===== src/rtl/bram_bank_arbiter.sv =====
// rtl/bram_bank_arbiter.sv - per-bank host/engine BRAM arbiter with starvation guard and tagged read return
module bram_bank_arbiter #(
    parameter int BANKS        = 4,
    parameter int DATA_WIDTH   = 16,
    parameter int BANK_ADDR    = 8,
    parameter int WE_BITS      = DATA_WIDTH / 8,
    parameter int RD_LATENCY   = 1,
    parameter int STARVE_LIMIT = 4
) (
    input  logic                          clk,
    input  logic                          resetn,

    input  logic [BANKS-1:0]              h_req,
    input  logic [BANKS*WE_BITS-1:0]      h_we,
    input  logic [BANKS*BANK_ADDR-1:0]    h_addr,
    input  logic [BANKS*DATA_WIDTH-1:0]   h_wrdata,
    output logic [BANKS-1:0]              h_gnt,
    output logic [BANKS-1:0]              h_rvalid,
    output logic [BANKS*DATA_WIDTH-1:0]   h_rddata,

    input  logic [BANKS-1:0]              e_req,
    input  logic [BANKS*WE_BITS-1:0]      e_we,
    input  logic [BANKS*BANK_ADDR-1:0]    e_addr,
    input  logic [BANKS*DATA_WIDTH-1:0]   e_wrdata,
    output logic [BANKS-1:0]              e_gnt,
    output logic [BANKS-1:0]              e_rvalid,
    output logic [BANKS*DATA_WIDTH-1:0]   e_rddata,

    output logic [BANKS-1:0]              bram_en,
    output logic [BANKS*WE_BITS-1:0]      bram_we,
    output logic [BANKS*BANK_ADDR-1:0]    bram_addr,
    output logic [BANKS*DATA_WIDTH-1:0]   bram_wrdata,
    input  logic [BANKS*DATA_WIDTH-1:0]   bram_rddata
);

    localparam int               CNT_W   = $clog2(STARVE_LIMIT + 1);
    localparam logic [CNT_W-1:0] CNT_MAX = CNT_W'(STARVE_LIMIT);

    logic [BANKS-1:0][CNT_W-1:0]      starve_cnt_q, starve_cnt_d;
    logic [BANKS-1:0][RD_LATENCY-1:0] rd_vld_q, rd_vld_d;
    logic [BANKS-1:0][RD_LATENCY-1:0] rd_own_q, rd_own_d;
    logic [BANKS-1:0]                 force_grant;
    logic [BANKS-1:0]                 rd_push;

    // Host wins by default; a saturated starve counter hands the slot to a waiting engine.
    always_comb begin
        force_grant = '0;
        h_gnt       = '0;
        e_gnt       = '0;
        for (int b = 0; b < BANKS; b++) begin
            force_grant[b] = (starve_cnt_q[b] == CNT_MAX);
            h_gnt[b]       = resetn & h_req[b] & ~(force_grant[b] & e_req[b]);
            e_gnt[b]       = resetn & e_req[b] & (~h_req[b] | force_grant[b]);
        end
    end

    always_comb begin
        bram_en     = h_gnt | e_gnt;
        bram_we     = '0;
        bram_addr   = '0;
        bram_wrdata = '0;
        rd_push     = '0;
        for (int b = 0; b < BANKS; b++) begin
            if (h_gnt[b]) begin
                bram_we[b*WE_BITS +: WE_BITS]          = h_we[b*WE_BITS +: WE_BITS];
                bram_addr[b*BANK_ADDR +: BANK_ADDR]    = h_addr[b*BANK_ADDR +: BANK_ADDR];
                bram_wrdata[b*DATA_WIDTH +: DATA_WIDTH] = h_wrdata[b*DATA_WIDTH +: DATA_WIDTH];
            end else if (e_gnt[b]) begin
                bram_we[b*WE_BITS +: WE_BITS]          = e_we[b*WE_BITS +: WE_BITS];
                bram_addr[b*BANK_ADDR +: BANK_ADDR]    = e_addr[b*BANK_ADDR +: BANK_ADDR];
                bram_wrdata[b*DATA_WIDTH +: DATA_WIDTH] = e_wrdata[b*DATA_WIDTH +: DATA_WIDTH];
            end
            rd_push[b] = bram_en[b] & ~(|bram_we[b*WE_BITS +: WE_BITS]);
        end
    end

    // Return pipe: stage 0 is loaded at the grant edge, the last stage drives rvalid.
    always_comb begin
        starve_cnt_d = starve_cnt_q;
        rd_vld_d     = rd_vld_q;
        rd_own_d     = rd_own_q;
        for (int b = 0; b < BANKS; b++) begin
            if (e_req[b] & ~e_gnt[b]) begin
                starve_cnt_d[b] = (starve_cnt_q[b] == CNT_MAX) ? CNT_MAX
                                                               : starve_cnt_q[b] + CNT_W'(1);
            end else begin
                starve_cnt_d[b] = '0;
            end
            rd_vld_d[b][0] = rd_push[b];
            rd_own_d[b][0] = rd_push[b] & e_gnt[b];
            for (int s = 1; s < RD_LATENCY; s++) begin
                rd_vld_d[b][s] = rd_vld_q[b][s-1];
                rd_own_d[b][s] = rd_own_q[b][s-1];
            end
        end
    end

    always_comb begin
        h_rvalid = '0;
        e_rvalid = '0;
        for (int b = 0; b < BANKS; b++) begin
            h_rvalid[b] = rd_vld_q[b][RD_LATENCY-1] & ~rd_own_q[b][RD_LATENCY-1];
            e_rvalid[b] = rd_vld_q[b][RD_LATENCY-1] &  rd_own_q[b][RD_LATENCY-1];
        end
    end

    assign h_rddata = bram_rddata;
    assign e_rddata = bram_rddata;

    always_ff @(posedge clk or negedge resetn) begin
        if (!resetn) begin
            starve_cnt_q <= '0;
            rd_vld_q     <= '0;
            rd_own_q     <= '0;
        end else begin
            starve_cnt_q <= starve_cnt_d;
            rd_vld_q     <= rd_vld_d;
            rd_own_q     <= rd_own_d;
        end
    end

endmodule


===== config.mk =====
export PLATFORM = sky130hd
export DESIGN_NAME = bram_bank_arbiter
export DESIGN_NICKNAME = d
export VERILOG_FILES = /design/src/rtl/bram_bank_arbiter.sv
export SDC_FILE = /design/constraint.sdc
export NUM_CORES = 1
export LEC_CHECK = 0
export BUFFER_PORTS_ARGS = -buffer_cell sky130_fd_sc_hd__buf_2
export CAP_MARGIN = 0
export CORE_AREA = 2 2 210 212
export DETAILED_ROUTE_END_ITERATION = 16
export DIE_AREA = 0 0 212 214
export HOLD_SLACK_MARGIN = 0.12
export PLACE_DENSITY = 0.32
export RECOVER_POWER = 25
export SYNTH_ARGS = -nofsm -noshare
export SYNTH_HDL_FRONTEND = slang
export SYNTH_SLANG_ARGS = --single-unit
export TNS_END_PERCENT = 1

===== constraint.sdc =====
create_clock -name clk -period 1.8 [get_ports clk]
set_input_delay 0.18 -clock clk [delete_from_list [all_inputs] [get_ports clk]]
set_output_delay 0.18 -clock clk [all_outputs]
set_load 0.1 [all_outputs]

==> impl_metrics.tcl <==
set metrics [dict create \
    outcome "finished, violations left" \
    violations "setup timing" \
    fmax_mhz 502 \
    grt_max_degree 30 \
    use_met1 0.0840 \
    grtUsageTotal 0.0697 \
    drt_pre_antenna_iters 4 \
    cts_buffers 3 \
    fin_worst_skew_ps 0.362 \
    die_area_um2 45400 \
    syn-cell-area_um2 3170 \
    core_um2 42900 \
    final_cell_mix "buf_2 (225), buf_12 (128), a22o_4 (54)" \
    cap_violations 0 \
    hold_ws_ps 205 \
    ir_worst_vdd_v 0.000225 \
    remaining_drc_errors 0 \
    clkSlewWorstSetupHoldPaths_ps 70 \
    synth_seq_area_share 0.158 \
    max-slew-margin-rel 0.575 \
    synthesis.nets 659 \
    cts_htree_levels 1 \
    grt_overflow_total 0 \
    yosysUniqueCellTypes 21 \
    maxSlewViolCount 0 \
    dp.cells 1172 \
    pre_cts_slack_ps -0.229 \
    hold_viol_final 0 \
    drive_gt1_frac 0.828 \
    final_area_um2 7380 \
    fin_crit_ps 1990 \
    synth_area_per_cell_um2 8.60 \
    grt_most_used_layer "met2" \
    n_antenna_cell 0 \
    yosysWarnings 0 \
    grtUsageMet2 0.116 \
    cts_tree "built" \
    hp-class "in2reg" \
    clkLatencyLatePin_ps 260 \
    synth_seq_cells 20 \
    vias 3638 \
    routed_wl_um 16800 \
    nets 892 \
    final_antenna_net_count 0 \
    setup_slack_ps -190 \
    final_common_cell "buf_2" \
    crit_arrival_ps 1810 \
    dr.first_iter.drc_count 134 \
    io_buffers 341 \
    p_leak_nw 3.40 \
    viasPerCell 3.07 \
    antenna_found_initial 2 \
    powerDensity_nw_per_um2 517 \
    cts_sinks 20 \
    num_rows 76 \
    wl_per_cell_um 14.2 \
    fp.dieH_um 214 \
    grt_pass1_vias 3727 \
    worst_slew_pin_slew_ps 636 \
    critPathCaptureType "primary output" \
    critPathRequiredTime_ps 1620 \
    postPlaceCellArea_um2 6920 \
    die_w_um 212 \
    timing.final.crit_share 1.11 \
    total_power_mw 3.82 \
    final_cell_count_no_fill 1185 \
    area_growth_pct 133 \
    n_fill_cell 4730 \
    initial_core_util 0.0740 \
    synthCells 369 \
    dpl.hpwl_um 13900 \
    gp_congestion 0.822 \
    cts_buffer_depth 2 \
    ios 534 \
    path_class "reg2out" \
    use_met3 0.0249 \
    grt_pass1_wl_um 24100 \
    rsz0062_at_grt "yes" \
    worstSetupStartpointType "register" \
    cp_max_fo 8 \
    cts.root.buffer_cell "clkbuf_16" \
    setup_viol 105 \
]
final timing paths:
kind,from,to,slack [ps],depth (start not counted)
max in group asynchronous,resetn,starve_cnt_q[6],720,3
worst min register to register,starve_cnt_q[0],starve_cnt_q[0],550,2
worst max register to register,starve_cnt_q[9],rd_vld_q[3],340,6
worst min-delay path,e_req[2],starve_cnt_q[7],210,3
min in group asynchronous,resetn,starve_cnt_q[1],670,3
worst max-delay path,starve_cnt_q[9],bram_addr[31],-190,7
logic make-up after synthesis:
kind of cell,share of synthesized area
simple gates,0.0749
fa+ha+maj,0.0315
compound gates,0.374
buf+inv,0.362
flops,0.158
worst max-delay path: stages (launching register included):
cell	delay, ps
dfrtp_1	360
inv_2	60
ha_4	150
a21bo_1	170
and3_4	210
buf_12	160
a22o_4	240
buf_12	170
through the flow:
step | TNS (ps) | util
floorplan | -10180 | -
global placement | -10.8 | 0.161
detailed placement | -0.229 | 0.161
CTS | -18940 | 0.170
global route | -24420 | 0.172
finish | -15440 | 0.172
cells in the mapped netlist:
cell type	count	area, µm²
a21oi_1	5	25.0
buf_4	128	961
nor2_1	19	71.3
and2_1	8	50.1
buf_6	8	90.1
o21ai_0	3	15.0
inv_1	9	33.8
nand2_2	1	6.26
o211ai_1	1	7.51
nand3b_1	1	7.51
a211oi_1	3	22.5
a22o_1	108	946
buf_2	13	65.1
nor2b_1	4	25.0
dfrtp_1	20	500
a21bo_1	4	40.0
o2111a_1	4	45.0
a31oi_4	4	85.1
nand2_1	14	52.6
and3_1	4	25.0
ha_1	8	100
layer usage:
layer	up-vias	share of wire
met5	-	0.0016
li1	1697	-
met4	4	0.027
met2	213	0.48
met3	38	0.092
met1	1686	0.40
state kept, by name (all words and copies together) (netlist names):
name and cells:
rd_own_q 4, rd_vld_q 4, starve_cnt_q 12
report_power, final:
part	internal [mW]	total (mW)	switching [mW]
logic	1.11	2.83	1.71
clock network	0.295	0.506	0.210
registers	0.471	0.484	0.0128
total	1.88	3.82	1.94
timing repair:
item,4_1_cts,5_1_grt
hold endpoints to repair,20,0
cloned,2,1
gates resized for setup,38,12
pin swaps,6,2
setup buffers,3,2
hold buffers,2,0
setup endpoints to repair,112,112
cell type report:
class | count | area (µm²) | area share
clock buffers | 3 | 75.1 | 0.0102
inverters | 9 | 33.8 | 0.00457
multi-input cells | 191 | 2100 | 0.285
flip-flops and latches | 20 | 500 | 0.0678
well taps | 585 | 732 | 0.0991
repair buffers | 377 | 3940 | 0.533
No activity file was read; power rests on OpenSTA's default activity.
